File: config.mk
export PLATFORM = sky130hd
export DESIGN_NAME = reimu_shot_sched_flat
export DESIGN_NICKNAME = d
export VERILOG_FILES = /design/src/rtl/reimu_shot_sched_pkg.sv /design/src/rtl/reimu_shot_sched_if.sv /design/src/rtl/reimu_shot_slot.sv /design/src/rtl/reimu_shot_sched.sv /design/src/flat_wrapper.sv
export SDC_FILE = /design/constraint.sdc
export NUM_CORES = 1
export LEC_CHECK = 0
export BUFFER_PORTS_ARGS = -buffer_cell sky130_fd_sc_hd__buf_2
export CORE_UTILIZATION = 54
export CTS_CLUSTER_SIZE = 24
export DETAILED_ROUTE_END_ITERATION = 8
export PLACE_DENSITY = 0.92
export SYNTH_ARGS = -nofsm -noshare
export SYNTH_HDL_FRONTEND = slang
export SYNTH_SLANG_ARGS = --single-unit
File: constraint.sdc
create_clock -name clk_22 -period 1.95 [get_ports clk_22]
set_input_delay 0.0975 -clock clk_22 [delete_from_list [all_inputs] [get_ports clk_22]]
set_output_delay 0.0975 -clock clk_22 [all_outputs]
set_load 0.01 [all_outputs]
File: src/rtl/reimu_shot_sched_pkg.sv
// Shared types and helpers for the player-shot scheduler.
package reimu_shot_sched_pkg;

    localparam int COORD_W = 10;
    localparam int SLOT_W  = 3;

    typedef logic [COORD_W-1:0] coord_t;

    typedef enum logic [0:0] {
        ST_READY = 1'b0,
        ST_COOL  = 1'b1
    } state_e;

    // Saturating subtraction: clamps at zero instead of wrapping.
    function automatic coord_t sat_sub(input coord_t a, input coord_t b);
        coord_t r;
        if (a < b) begin
            r = {COORD_W{1'b0}};
        end else begin
            r = a - b;
        end
        return r;
    endfunction

endpackage

File: src/rtl/reimu_shot_sched_if.sv
// Bus between the shot scheduler and its input, renderer and collision neighbours.
interface reimu_shot_sched_if
    import reimu_shot_sched_pkg::*;
#(
    parameter int NSLOT = 4
) ();

    logic                     tick;
    logic                     fire;
    coord_t                   reimux;
    coord_t                   reimuy;
    logic                     hit_valid;
    logic [SLOT_W-1:0]        hit_slot;
    logic [NSLOT-1:0]         shot_active;
    logic [COORD_W*NSLOT-1:0] shot_x;
    logic [COORD_W*NSLOT-1:0] shot_y;
    logic                     spawned;
    logic                     drop;
    logic                     ready;

    modport master (
        output tick, fire, reimux, reimuy, hit_valid, hit_slot,
        input  shot_active, shot_x, shot_y, spawned, drop, ready
    );

    modport slave (
        input  tick, fire, reimux, reimuy, hit_valid, hit_slot,
        output shot_active, shot_x, shot_y, spawned, drop, ready
    );

endinterface

File: src/rtl/reimu_shot_slot.sv
// One shot slot: live flag plus position, updated by spawn, hit and movement.
module reimu_shot_slot
    import reimu_shot_sched_pkg::*;
#(
    parameter int STEP = 2
) (
    input  logic   clk_i,
    input  logic   rst_ni,
    input  logic   spawn_i,
    input  coord_t spawn_x_i,
    input  coord_t spawn_y_i,
    input  logic   tick_i,
    input  logic   hit_i,
    output logic   active_o,
    output coord_t x_o,
    output coord_t y_o
);

    logic   active_q, active_d;
    coord_t x_q, x_d;
    coord_t y_q, y_d;

    // Next state: spawn only lands on a free slot and hits only count on a live
    // one, so the branches never compete; a hit suppresses that tick's move.
    always_comb begin
        active_d = active_q;
        x_d      = x_q;
        y_d      = y_q;
        if (spawn_i) begin
            active_d = 1'b1;
            x_d      = spawn_x_i;
            y_d      = spawn_y_i;
        end else if (active_q && hit_i) begin
            active_d = 1'b0;
        end else if (active_q && tick_i) begin
            if (y_q <= COORD_W'(STEP)) begin
                active_d = 1'b0;
            end else begin
                y_d = y_q - COORD_W'(STEP);
            end
        end else begin
            active_d = active_q;
        end
    end

    // Slot registers; reset kills the shot and clears its position.
    always_ff @(posedge clk_i or negedge rst_ni) begin
        if (!rst_ni) begin
            active_q <= 1'b0;
            x_q      <= {COORD_W{1'b0}};
            y_q      <= {COORD_W{1'b0}};
        end else begin
            active_q <= active_d;
            x_q      <= x_d;
            y_q      <= y_d;
        end
    end

    assign active_o = active_q;
    assign x_o      = x_q;
    assign y_o      = y_q;

endmodule

File: src/rtl/reimu_shot_sched.sv
// Player-shot scheduler: spawn FSM with tick cooldown over a pool of shot slots.
module reimu_shot_sched
    import reimu_shot_sched_pkg::*;
#(
    parameter int NSLOT     = 4,
    parameter int COOLDOWN  = 8,
    parameter int STEP      = 2,
    parameter int SPAWN_OFS = 16
) (
    input  logic               clk_22,
    input  logic               rst,
    reimu_shot_sched_if.slave  bus
);

    localparam int CNT_W = (COOLDOWN > 1) ? $clog2(COOLDOWN) : 1;

    state_e           state_q;
    logic [CNT_W-1:0] cnt_q;
    logic             spawned_q;
    logic             drop_q;
    logic             ready_q;

    logic [NSLOT-1:0] active_s;
    logic [NSLOT-1:0] free_s;
    logic [NSLOT-1:0] lowest_s;
    logic [NSLOT-1:0] spawn_vec_s;
    logic             any_free_s;
    logic             fire_ok_s;
    coord_t           spawn_y_s;
    coord_t           x_s [NSLOT];
    coord_t           y_s [NSLOT];

    // Free mask comes from the registered live flags, so a slot retired this
    // cycle only becomes a spawn candidate next cycle.
    assign free_s    = ~active_s;
    assign fire_ok_s = (state_q == ST_READY) && bus.fire;
    assign spawn_y_s = sat_sub(bus.reimuy, COORD_W'(SPAWN_OFS));

    // Lowest-index free slot as a one-hot vector.
    always_comb begin
        lowest_s   = {NSLOT{1'b0}};
        any_free_s = 1'b0;
        for (int i = 0; i < NSLOT; i++) begin
            if (free_s[i] && !any_free_s) begin
                lowest_s[i] = 1'b1;
                any_free_s  = 1'b1;
            end else begin
                lowest_s[i] = 1'b0;
            end
        end
    end

    assign spawn_vec_s = (fire_ok_s && any_free_s) ? lowest_s : {NSLOT{1'b0}};

    // Spawn/cooldown FSM with registered pulse and ready outputs.
    always_ff @(posedge clk_22 or negedge rst) begin
        if (!rst) begin
            state_q   <= ST_READY;
            cnt_q     <= {CNT_W{1'b0}};
            spawned_q <= 1'b0;
            drop_q    <= 1'b0;
            ready_q   <= 1'b1;
        end else begin
            spawned_q <= 1'b0;
            drop_q    <= 1'b0;
            case (state_q)
                ST_READY: begin
                    if (fire_ok_s && any_free_s) begin
                        spawned_q <= 1'b1;
                        cnt_q     <= CNT_W'(COOLDOWN - 1);
                        state_q   <= ST_COOL;
                        ready_q   <= 1'b0;
                    end else if (fire_ok_s) begin
                        drop_q <= 1'b1;
                    end
                end
                ST_COOL: begin
                    if (bus.tick) begin
                        if (cnt_q != {CNT_W{1'b0}}) begin
                            cnt_q <= cnt_q - CNT_W'(1);
                        end else begin
                            state_q <= ST_READY;
                            ready_q <= 1'b1;
                        end
                    end
                end
                default: begin
                    state_q <= ST_READY;
                    cnt_q   <= {CNT_W{1'b0}};
                    ready_q <= 1'b1;
                end
            endcase
        end
    end

    for (genvar g = 0; g < NSLOT; g++) begin : g_slot
        reimu_shot_slot #(
            .STEP (STEP)
        ) u_slot (
            .clk_i     (clk_22),
            .rst_ni    (rst),
            .spawn_i   (spawn_vec_s[g]),
            .spawn_x_i (bus.reimux),
            .spawn_y_i (spawn_y_s),
            .tick_i    (bus.tick),
            .hit_i     (bus.hit_valid && (bus.hit_slot == SLOT_W'(g))),
            .active_o  (active_s[g]),
            .x_o       (x_s[g]),
            .y_o       (y_s[g])
        );
        assign bus.shot_x[COORD_W*g +: COORD_W] = x_s[g];
        assign bus.shot_y[COORD_W*g +: COORD_W] = y_s[g];
    end

    assign bus.shot_active = active_s;
    assign bus.spawned     = spawned_q;
    assign bus.drop        = drop_q;
    assign bus.ready       = ready_q;

endmodule

File: src/flat_wrapper.sv
// flat-port wrapper written by rule: the top's interface ports become plain ports
module reimu_shot_sched_flat import reimu_shot_sched_pkg::*;
#(
    parameter int NSLOT     = 4,
    parameter int COOLDOWN  = 8,
    parameter int STEP      = 2,
    parameter int SPAWN_OFS = 16
)
  (clk_22, rst, bus_tick, bus_fire, bus_reimux, bus_reimuy, bus_hit_valid, bus_hit_slot, bus_shot_active, bus_shot_x, bus_shot_y, bus_spawned, bus_drop, bus_ready);
  reimu_shot_sched_if #(.NSLOT(NSLOT)) bus_i ();
  input  logic clk_22;
  input  logic rst;
  input wire logic [$bits(bus_i.tick)-1:0] bus_tick;
  input wire logic [$bits(bus_i.fire)-1:0] bus_fire;
  input wire logic [$bits(bus_i.reimux)-1:0] bus_reimux;
  input wire logic [$bits(bus_i.reimuy)-1:0] bus_reimuy;
  input wire logic [$bits(bus_i.hit_valid)-1:0] bus_hit_valid;
  input wire logic [$bits(bus_i.hit_slot)-1:0] bus_hit_slot;
  output wire logic [$bits(bus_i.shot_active)-1:0] bus_shot_active;
  output wire logic [$bits(bus_i.shot_x)-1:0] bus_shot_x;
  output wire logic [$bits(bus_i.shot_y)-1:0] bus_shot_y;
  output wire logic [$bits(bus_i.spawned)-1:0] bus_spawned;
  output wire logic [$bits(bus_i.drop)-1:0] bus_drop;
  output wire logic [$bits(bus_i.ready)-1:0] bus_ready;
  assign bus_i.tick = bus_tick;
  assign bus_i.fire = bus_fire;
  assign bus_i.reimux = bus_reimux;
  assign bus_i.reimuy = bus_reimuy;
  assign bus_i.hit_valid = bus_hit_valid;
  assign bus_i.hit_slot = bus_hit_slot;
  assign bus_shot_active = bus_i.shot_active;
  assign bus_shot_x = bus_i.shot_x;
  assign bus_shot_y = bus_i.shot_y;
  assign bus_spawned = bus_i.spawned;
  assign bus_drop = bus_i.drop;
  assign bus_ready = bus_i.ready;
  reimu_shot_sched #(.NSLOT(NSLOT), .COOLDOWN(COOLDOWN), .STEP(STEP), .SPAWN_OFS(SPAWN_OFS)) u_core (.clk_22(clk_22), .rst(rst), .bus(bus_i));
endmodule
==> metrics.md, run 1 <==
| Metric | Value |
|---|---|
| Core area | `around 8300 µm²` |
| Most congested layer reported by global routing | `met2` |
| FF-to-FF path depth | `5` |
| Starting density of the core | `56.06%` |
| Buffers on Ports | `114` |
| Initial DRT Pass Iterations | `5` |
| Post-synthesis area per instance | `8.718 µm²` |
| Worst path arrival time | `2.11 ns` |
| Crit-path max FO | `12` |
| Worst path depth | `5` |
| Sink Count | `91` |
| Worst slew margin relative to its limit | `between 50% and 60%` |
| Max Clock Freq | `548.2 MHz` |
| Leading cell types by total area after synthesis | `sky130_fd_sc_hd__dfrtp_1 49%, sky130_fd_sc_hd__nand2_1 14%, sky130_fd_sc_hd__nand3_1 2.4%` |
| Area share of the largest cell type after synthesis | `48.65%` |
| Wire length of the first global-routing pass | `a little under 20000 µm` |
| Die area | `just under 9000 µm²` |
| Synthesized netlist cell count | `531` |
| Power per cell area | `1439 nW/µm²` |
| Status | `finished, final reports clean` |
| Boundary Pins | `115` |
| Warnings, synthesis | `0` |
| Net count reported at finish | `around 690` |
| Data required time at the worst endpoint | `roughly 2.2 ns` |
| Final Critical Period | `about 1.8 ns` |
| Pre-CTS WS | `0.07970 ns` |
| Maximum number of pins on one net before global-route repair | `56` |
| Combined area of the multi-input logic cells | `2172 µm²` |
| Met1 Use GR | `36.52%` |
| Final slew viol count | `0` |
| WP buf/inv | `0` |
| Number of different library cells in the post-synthesis netlist | `58` |
| Initial antenna violation count | `0` |
| Fraction of final layout cells with drive strength greater than 1 | `25.83%` |
| Sequential cell area | `2278 µm²` |
| Register-to-register setup slack | `approximately 0.13 ns` |
| Sequential share of the synthesized area | `49.22%` |
| Final weighted congestion of routability-driven global placement | `0.8888` |
| Fin Setup TNS | `0 ns` |
| Layout Utilization | `68.64%` |
| Register clock-pin slew on the reported worst setup and hold paths | `~0.10 ns` |
| Number of global-route vias before repair | `4179` |
| Maximum clock path buffer count | `2` |
| Routed via count divided by cell count | `between 5 and 6` |
| Post-detailed-routing wire length | `12800 µm` |
| Primary flip-flop cell chosen by synthesis mapping | `sky130_fd_sc_hd__dfrtp_1` |
| Number of buffers inserted during clock tree synthesis | `9` |
| Cell Area, Synth | `4629 µm²` |
| Number of enable flip-flop cells after synthesis | `0` |
| Asr flop ratio synth | `100.0%` |
| Static Leakage | `2.896 nW` |
| Final cycle utilization of the critical path | `93.54%` |
| HPWL after detailed placement | `about 9000 µm` |
| Final critical-path setup slack | `0.1259 ns` |
| GRT Overall Usage | `29.33%` |
| Kind of end point of the critical path | `register` |
| Violation count after the first detailed-route iteration | `348` |
| Worst Hold End | `u_core.g_slot[0].u_slot.x_o[1]` |
| Detailed-route wire length per cell | `16.69 µm` |
| Clk Latency, worst-skew pair | `0.36 ns` |
| Peak per-stage delay on the critical path | `~0.47 ns` |
| Cells on Worst Hold Path | `3` |
| Hold violation count in the final report | `0` |
| DRC violation count after routing | `0` |
| Transition time of the tightest slew-check pin | `around 0.71 ns` |
| Origin of the critical flop-to-flop path | `u_core.state_q` |
| Clock tree from TritonCTS | `yes` |
| Number of nets with antenna violations after detailed routing | `0` |
| Final Skew | `0.01246 ns` |
| Fill cell count | `roughly 640` |
| Global-route met3 utilization | `5.556%` |
| Standard cell area after detailed placement | `5339 µm²` |
| Final global-route overflow total | `0` |
| Cells traversed along the worst timing path | `nor2b_2 -> nand2_1 -> or2_2 -> mux2_4 -> a21oi_1` |
| Number of register bits inferred by synthesis | `~90` |
| Chip Height | `between 90 and 100 µm` |
| Final Cell Area | `5668 µm²` |
| Yosys top cell by area | `sky130_fd_sc_hd__dfrtp_1` |
| Max-cap violations | `0` |
| Crit start category | `register` |
| IR Drop Worst-Case VDD | `836.6 µV` |
| RSZ-0062 raised after global routing | `no` |
| Number of H-tree levels | `3` |
| Slowest stage cell, crit path | `sky130_fd_sc_hd__dfrtp_1` |
| Post-CTS setup repair buffer count | `0` |
| Number of diodes | `0` |
| Family with the most delay on the worst path | `simple AND/OR/NAND/NOR gates` |
| Root Buffer Master | `sky130_fd_sc_hd__clkbuf_8` |
| Launch point of the worst hold path | `bus_reimux[1]` |
| Syn Nets | `566` |
| Worst reg2reg path endpoint | `u_core.g_slot[1].u_slot.y_o[5]` |
| Class of the tightest hold or removal check | `input port to register` |
| Area growth from synthesis to final layout | `22.43%` |
| Die boundary width | `94.59 µm` |
| Met2 track demand over resource | `between 50% and 60%` |
| Total via count after detailed routing | `4445` |
| Num rows | `33` |
| Category of the most critical setup path | `register to register` |
| Number of endpoints failing setup at the final stage | `0` |
## cell usage after synthesis (all sizes together), types with 2 or more instances
cell type / instances
and3: 5
a21oi: 14
buf: 16
nand3b: 3
ha: 7
or2: 3
nand4: 3
a221o: 3
mux2: 3
nor4: 6
a22o: 2
a2bb2oi: 3
xnor2: 6
nor3b: 4
or3: 4
a31oi: 2
mux2i: 5
a22oi: 2
o21ai: 32
inv: 18
or3b: 2
xor2: 7
o22ai: 5
nor3: 15
o21a: 2
clkbuf: 8
nand2b: 6
nand4b: 4
nor2: 25
a211oi: 3
o211ai: 8
nand3: 22
nor2b: 7
nand2: 174
dfrtp: 90
## kinds of logic after synthesis
kind of cell | after synthesis | share of synthesized area, %
DFF | 91 | 49.22
muxes | 8 | 1.892
buffers and inverters | 42 | 4.216
adders and majority gates | 7 | 1.892
xor gates and xnor gates | 13 | 2.459
and+or+nand+nor | 289 | 29.46
AOI/OAI and AO/OA | 81 | 10.87
## what timing repair did
item                                    4_1_cts  5_1_grt
hold endpoints to repair                     76        0
gates resized for setup                       0        7
endpoints found under the setup margin        0       18
hold buffers                                  9        0
## per-layer routing
metal / part of all wire (%) / routed length, µm
met5: 0 / 0
met4: 3.1 / 400
met3: 8.8 / 1128
met1: 40 / 5058
met2: 49 / 6215
## cell type report
class | instances | area share, %
repair buffers | 139 | 14.04
clock inverters | 7 | 1.744
clock buffers | 9 | 2.185
flip-flops and latches | 91 | 40.20
well taps | 105 | 2.318
inverters | 18 | 1.192
multi-input cells | 398 | 38.32
## where the power goes
part	total [W]	switching, W	leakage, nW	internal [W]
sequential	0.00344	0.000742	1.14	0.00269
clock	0.00142	0.000693	0.110	0.000731
combinational	0.00329	0.00188	1.65	0.00141
## stage by stage
| stage | hold WS (ns) | std cells | total power [W] |
|---|---|---|---|
| floorplan | -0.1981 | 531 | 0.005297 |
| global placement | 0.1825 | 742 | 0.006489 |
| detailed placement | 0.1993 | 742 | 0.006680 |
| CTS | 0.003577 | 767 | 0.008124 |
| global route | 0.01383 | 767 | 0.008693 |
| finish | 0.01314 | 767 | 0.008154 |
## worst max path at each step
stage,start,to,slack (ns)
floorplan,u_core.g_slot[0].u_slot.y_o[1],u_core.g_slot[0].u_slot.y_o[5],0.20
global placement,u_core.g_slot[0].u_slot.y_o[2],u_core.g_slot[0].u_slot.y_o[5],0.18
detailed placement,u_core.state_q,u_core.g_slot[3].u_slot.y_o[4],0.08
CTS,u_core.state_q,u_core.g_slot[3].u_slot.y_o[4],0.03
global route,u_core.g_slot[0].u_slot.y_o[2],u_core.g_slot[0].u_slot.y_o[5],0.03
finish,u_core.state_q,u_core.g_slot[1].u_slot.y_o[5],0.13
## worst reg2reg max path: cells and delay by family, from the launching register on
kind | cells | cell delay [ns]
AO/OA/AOI/OAI | 1 | 0.15
flip-flops | 1 | 0.47
multiplexers | 1 | 0.30
AND/OR/NAND/NOR | 3 | 0.85
## registers in the layout, indices dropped and copies added (netlist names)
register and flops:
u_core.bus.ready 1, u_core.state_q 1, u_core.bus.drop 1, u_core.g_slot.u_slot.y_o 40
u_core.bus.spawned 1, u_core.g_slot.u_slot.active_o 4, u_core.cnt_q 3, u_core.g_slot.u_slot.x_o 40
## layout by cell type (no fill, tap or decap), types with 7 or more instances in the layout
master / count
sky130_fd_sc_hd__a21oi_1: 14
sky130_fd_sc_hd__buf_2: 113
sky130_fd_sc_hd__buf_4: 16
sky130_fd_sc_hd__clkbuf_8: 9
sky130_fd_sc_hd__dfrtp_1: 90
sky130_fd_sc_hd__dlygate4sd3_1: 9
sky130_fd_sc_hd__inv_1: 17
sky130_fd_sc_hd__nand2_1: 174
sky130_fd_sc_hd__nand3_1: 22
sky130_fd_sc_hd__nor2_1: 25
sky130_fd_sc_hd__nor3_1: 13
sky130_fd_sc_hd__o211ai_1: 8
sky130_fd_sc_hd__o21ai_0: 22
sky130_fd_sc_hd__o21ai_1: 10
sky130_fd_sc_hd__xor2_1: 7
Power figures use the tool's default switching activity.
==> inputs of run 2 (changes only) <==
--- a/config.mk
+++ b/config.mk
@@ -5,11 +5,12 @@
 export SDC_FILE = /design/constraint.sdc
 export NUM_CORES = 1
 export LEC_CHECK = 0
+export ABC_AREA = 1
 export BUFFER_PORTS_ARGS = -buffer_cell sky130_fd_sc_hd__buf_2
-export CORE_UTILIZATION = 54
+export CORE_UTILIZATION = 25
 export CTS_CLUSTER_SIZE = 24
 export DETAILED_ROUTE_END_ITERATION = 8
-export PLACE_DENSITY = 0.92
+export PLACE_DENSITY = 0.52
 export SYNTH_ARGS = -nofsm -noshare
 export SYNTH_HDL_FRONTEND = slang
 export SYNTH_SLANG_ARGS = --single-unit
==> run 2 against run 1 <==
Clock power up 25%. Power up 22%. Count of clock-buffer cells in the layout up 2. Synthesized cell count up 33%. Utilization down 37 points. First-iteration DRC count down 45%. Global-route usage down 14 points. Design area up 11%.
==> metrics.md, run 2 <==
| Metric | Value |
|---|---|
| Layout Utilization | `31.73% (-37 points)` |
| Dpl cells | `1077 (+45%)` |
| Buffers on Ports | `114 (unchanged)` |
| Number of standard cells in the layout, taps in and fillers out | `1094 (+43%)` |
| Final weighted congestion of routability-driven global placement | `0.8450 (-4.9%)` |
| Worst slew margin relative to its limit | `49.90% (-2.8 points)` |
| Multiplexer share of the synthesized area | `0% (-1.9 points)` |
| Initial antenna violation count | `1 (+1)` |
| Final Critical Period | `1.654 ns (-0.1703 ns)` |
| Register clock-pin slew on the reported worst setup and hold paths | `0.06 ns (-0.04 ns)` |
| Number of nets with antenna violations after detailed routing | `0 (unchanged)` |
| IR Drop Worst-Case VDD | `684.8 µV (-18%)` |
| Class of the tightest hold or removal check | `input port to register` |
| Synth Area in Adders | `1.711% (-0.18 points)` |
| Initial DRT Pass Iterations | `4 (-1)` |
| Leading cell types in the layout, fill and taps excluded | `251 x sky130_fd_sc_hd__nand2_1, 113 x sky130_fd_sc_hd__buf_2, 90 x sky130_fd_sc_hd__dfrtp_1` |
| Power share of the clock group | `17.7% (+0.2 points)` |
| Starting density of the core | `25.88% (-30 points)` |
| Number of buffers inserted during clock tree synthesis | `9 (unchanged)` |
| Clock tree from TritonCTS | `yes` |
| Category of the most critical setup path | `register to register` |
| Net Sw Frac | `44.22% (+3.5 points)` |
| Die area | `21060 µm² (+140%)` |
| GRT Overall Usage | `15.17% (-14 points)` |
| Asr flop ratio synth | `100.0% (unchanged)` |
| Post-synth top cells | `251 x sky130_fd_sc_hd__nand2_1, 90 x sky130_fd_sc_hd__dfrtp_1, 80 x sky130_fd_sc_hd__inv_1, 80 x sky130_fd_sc_hd__nand3_1, 71 x sky130_fd_sc_hd__o21ai_0` |
| Hold violation count in the final report | `0 (unchanged)` |
| Pre-CTS WS | `0.2663 ns (+0.1866 ns)` |
| HPWL after detailed placement | `11300 µm (+22%)` |
| DRC violation count after routing | `0 (unchanged)` |
| Detailed-route wire length per cell | `14.05 µm (-16%)` |
| Routed length on met1 | `6960 µm (+38%)` |
| Final Skew | `0.005938 ns (-0.006526 ns)` |
| Number of global-route vias before repair | `4641 (+11%)` |
| Routed via count divided by cell count | `4.355 (-25%)` |
| Maximum clock path buffer count | `2 (unchanged)` |
| Combinational power share | `47.1% (+6.7 points)` |
| Sequential cell fraction of total power | `35.1% (-7.0 points)` |
| Final cycle utilization of the critical path | `84.81% (-8.7 points)` |
| Die boundary width | `145.1 µm (+53%)` |
| Leading cell type in the layout, fill and taps excluded | `sky130_fd_sc_hd__nand2_1` |
| Number of different library cells in the post-synthesis netlist | `32 (-45%)` |
| Worst slack on hold paths | `0.06234 ns (+0.04920 ns)` |
| Num rows | `51 (+55%)` |
| Transition time of the tightest slew-check pin | `0.7436 ns (+0.03426 ns)` |
| Sink Count | `91 (unchanged)` |
| Warnings, synthesis | `0 (unchanged)` |
| Final slew viol count | `0 (unchanged)` |
| Maximum number of pins on one net before global-route repair | `92 (+64%)` |
| Clk Latency, worst-skew pair | `0.35 ns (about the same)` |
| Primary flip-flop cell chosen by synthesis mapping | `sky130_fd_sc_hd__dfrtp_1` |
| Net count reported at finish | `859 (+24%)` |
| Routed wire length on met2 | `7130 µm (+15%)` |
| Combined area of the multi-input logic cells | `2344 µm² (+7.9%)` |
| Final global-route overflow total | `0 (unchanged)` |
| Boundary Pins | `115 (unchanged)` |
| Internal power | `0.005563 W (+15%)` |
| Max Clock Freq | `604.7 MHz (+10%)` |
| Number of enable flip-flop cells after synthesis | `0 (unchanged)` |
| Cells resized by post-CTS repair | `0 (unchanged)` |
| Fill cell count | `2152 (+230%)` |
| Area share of and/or/nand/nor cells after synthesis | `34.16% (+4.7 points)` |
| Number of H-tree levels | `3 (unchanged)` |
| Post-synthesis area per instance | `7.252 µm² (-17%)` |
| Leading cell types by total area after synthesis | `sky130_fd_sc_hd__dfrtp_1 44%, sky130_fd_sc_hd__nand2_1 18%, sky130_fd_sc_hd__nand3_1 7.8%` |
| Chip Height | `145.1 µm (+53%)` |
| Static Leakage | `3.483 nW (+20%)` |
| Sequential cell area | `2278 µm² (unchanged)` |
| Worst path arrival time | `1.90 ns (-0.21 ns)` |
| Met3 routed wirelength | `1067 µm (-5.4%)` |
| RSZ-0062 raised after global routing | `no` |
| Area share of the largest cell type after synthesis | `43.99% (-4.7 points)` |
| Area growth from synthesis to final layout | `22.58%` |
| Yosys top cell by area | `sky130_fd_sc_hd__dfrtp_1` |
| Violation count after the first detailed-route iteration | `191 (-45%)` |
| Most frequently used cell type in the post-synthesis netlist | `sky130_fd_sc_hd__nand2_1` |
| Fraction of final layout cells with drive strength greater than 1 | `20.05% (-5.8 points)` |
| Data required time at the worst endpoint | `2.20 ns (-0.04 ns)` |
| NetSw | `0.004410 W (+33%)` |
| Number of endpoints failing setup at the final stage | `0 (unchanged)` |
| Synthesized netlist cell count | `706 (+33%)` |
| Cell Area, Synth | `5120 µm² (+11%)` |
| Syn Nets | `741 (+31%)` |
| Status | `finished, final reports clean` |
| Root Buffer Master | `sky130_fd_sc_hd__clkbuf_16` |
| Synth Area in Compound Gates | `9.213% (-1.7 points)` |
| Sequential share of the synthesized area | `44.50% (-4.7 points)` |
| Post-synthesis xor/xnor area fraction | `0.6843% (-1.8 points)` |
| Core area | `19780 µm² (+140%)` |
| Post-detailed-routing wire length | `15370 µm (+20%)` |
| Dominant combinational cell family by area after synthesis | `simple AND/OR/NAND/NOR gates` |
| Crit-path max FO | `9 (-3)` |
| Total via count after detailed routing | `4764 (+7.2%)` |
| Fin Setup TNS | `0 ns (unchanged)` |
| Top layer used by detailed routing | `met4` |
| Wire length of the first global-routing pass | `25000 µm (+26%)` |
| Number of register bits inferred by synthesis | `91 (unchanged)` |
| Post-CTS setup repair buffer count | `0 (unchanged)` |
| Kind of end point of the critical path | `register` |
| Crit start category | `register` |
| Power per cell area | `1589 nW/µm² (+10%)` |
| Final critical-path setup slack | `0.2962 ns (+0.1703 ns)` |
| Max-cap violations | `0 (unchanged)` |
-- run 2: power groups by stage --
stage | Sequential, W | Clock (W) | Combinational (W)
floorplan | 0.00373 | 0 | 0.00286
global placement | 0.00352 | 0 | 0.00472
detailed placement | 0.00351 | 0 | 0.00476
CTS | 0.00350 | 0.00183 | 0.00477
global route | 0.00363 | 0.00189 | 0.00545
finish | 0.00350 | 0.00177 | 0.00470
-- run 2: final timing paths --
| kind | cells after the start | start | slack, ns | end |
|---|---|---|---|---|
| max | 8 | u_core.state_q | 0.30 | u_core.g_slot[0].u_slot.y_o[1] |
| min | 3 | bus_reimux[5] | 0.06 | u_core.g_slot[3].u_slot.x_o[5] |
| max reg2reg | 8 | u_core.state_q | 0.30 | u_core.g_slot[0].u_slot.y_o[1] |
| min reg2reg | 2 | u_core.g_slot[3].u_slot.x_o[7] | 0.49 | u_core.g_slot[3].u_slot.x_o[7] |
| max in group asynchronous | 3 | rst | 1.23 | u_core.g_slot[3].u_slot.x_o[6] |
| min in group asynchronous | 3 | rst | 0.34 | u_core.g_slot[0].u_slot.y_o[6] |
-- run 2: per-stage QoR --
stage               total power (W)  area, µm²
floorplan                  0.006584       5120
global placement           0.008247       5969
detailed placement         0.008268       5969
CTS                         0.01009       6274
global route                0.01098       6274
finish                     0.009973       6276
-- run 2: routing by layer --
layer  vias to the layer above  track usage (%)
li1                       2477                -
met1                      2139            18.96
met2                       136            24.69
met3                        12            5.314
met4                         0            4.053
met5                         -                0
-- run 2: logic make-up (layout without fill, tap and decap cells) --
group	after synthesis	in the layout
buffers and inverters	107	229
adder cells (fa/ha/maj)	7	7
XOR/XNOR	4	4
other	0	1
AO/OA/AOI/OAI	91	91
AND/OR/NAND/NOR	406	406
flip-flops	91	91
-- run 2: layout make-up --
| type | instances | area share [%] |
|---|---|---|
| multi-input combinational | 508 | 37.34 |
| tap | 265 | 5.283 |
| sequential | 91 | 36.30 |
| timing repair buffer | 130 | 11.28 |
| clock inverter | 4 | 0.8174 |
| inverter | 84 | 5.064 |
| clock buffer | 11 | 3.868 |
| antenna | 1 | 0.03987 |
-- run 2: timing repair --
item | in CTS | in global routing
hold buffers | 1 | 0
endpoints found under the setup margin | 0 | 0
endpoints found under the hold margin | 90 | 0
-- run 2: worst max-delay path: stages (launching register included) --
cell	delay [ns]
sky130_fd_sc_hd__dfrtp_1	0.45
sky130_fd_sc_hd__inv_2	0.12
sky130_fd_sc_hd__nand2_4	0.09
sky130_fd_sc_hd__inv_4	0.08
sky130_fd_sc_hd__nand3_2	0.16
sky130_fd_sc_hd__nand2_1	0.12
sky130_fd_sc_hd__nand3_1	0.31
sky130_fd_sc_hd__nand2_1	0.16
sky130_fd_sc_hd__nand2_1	0.06
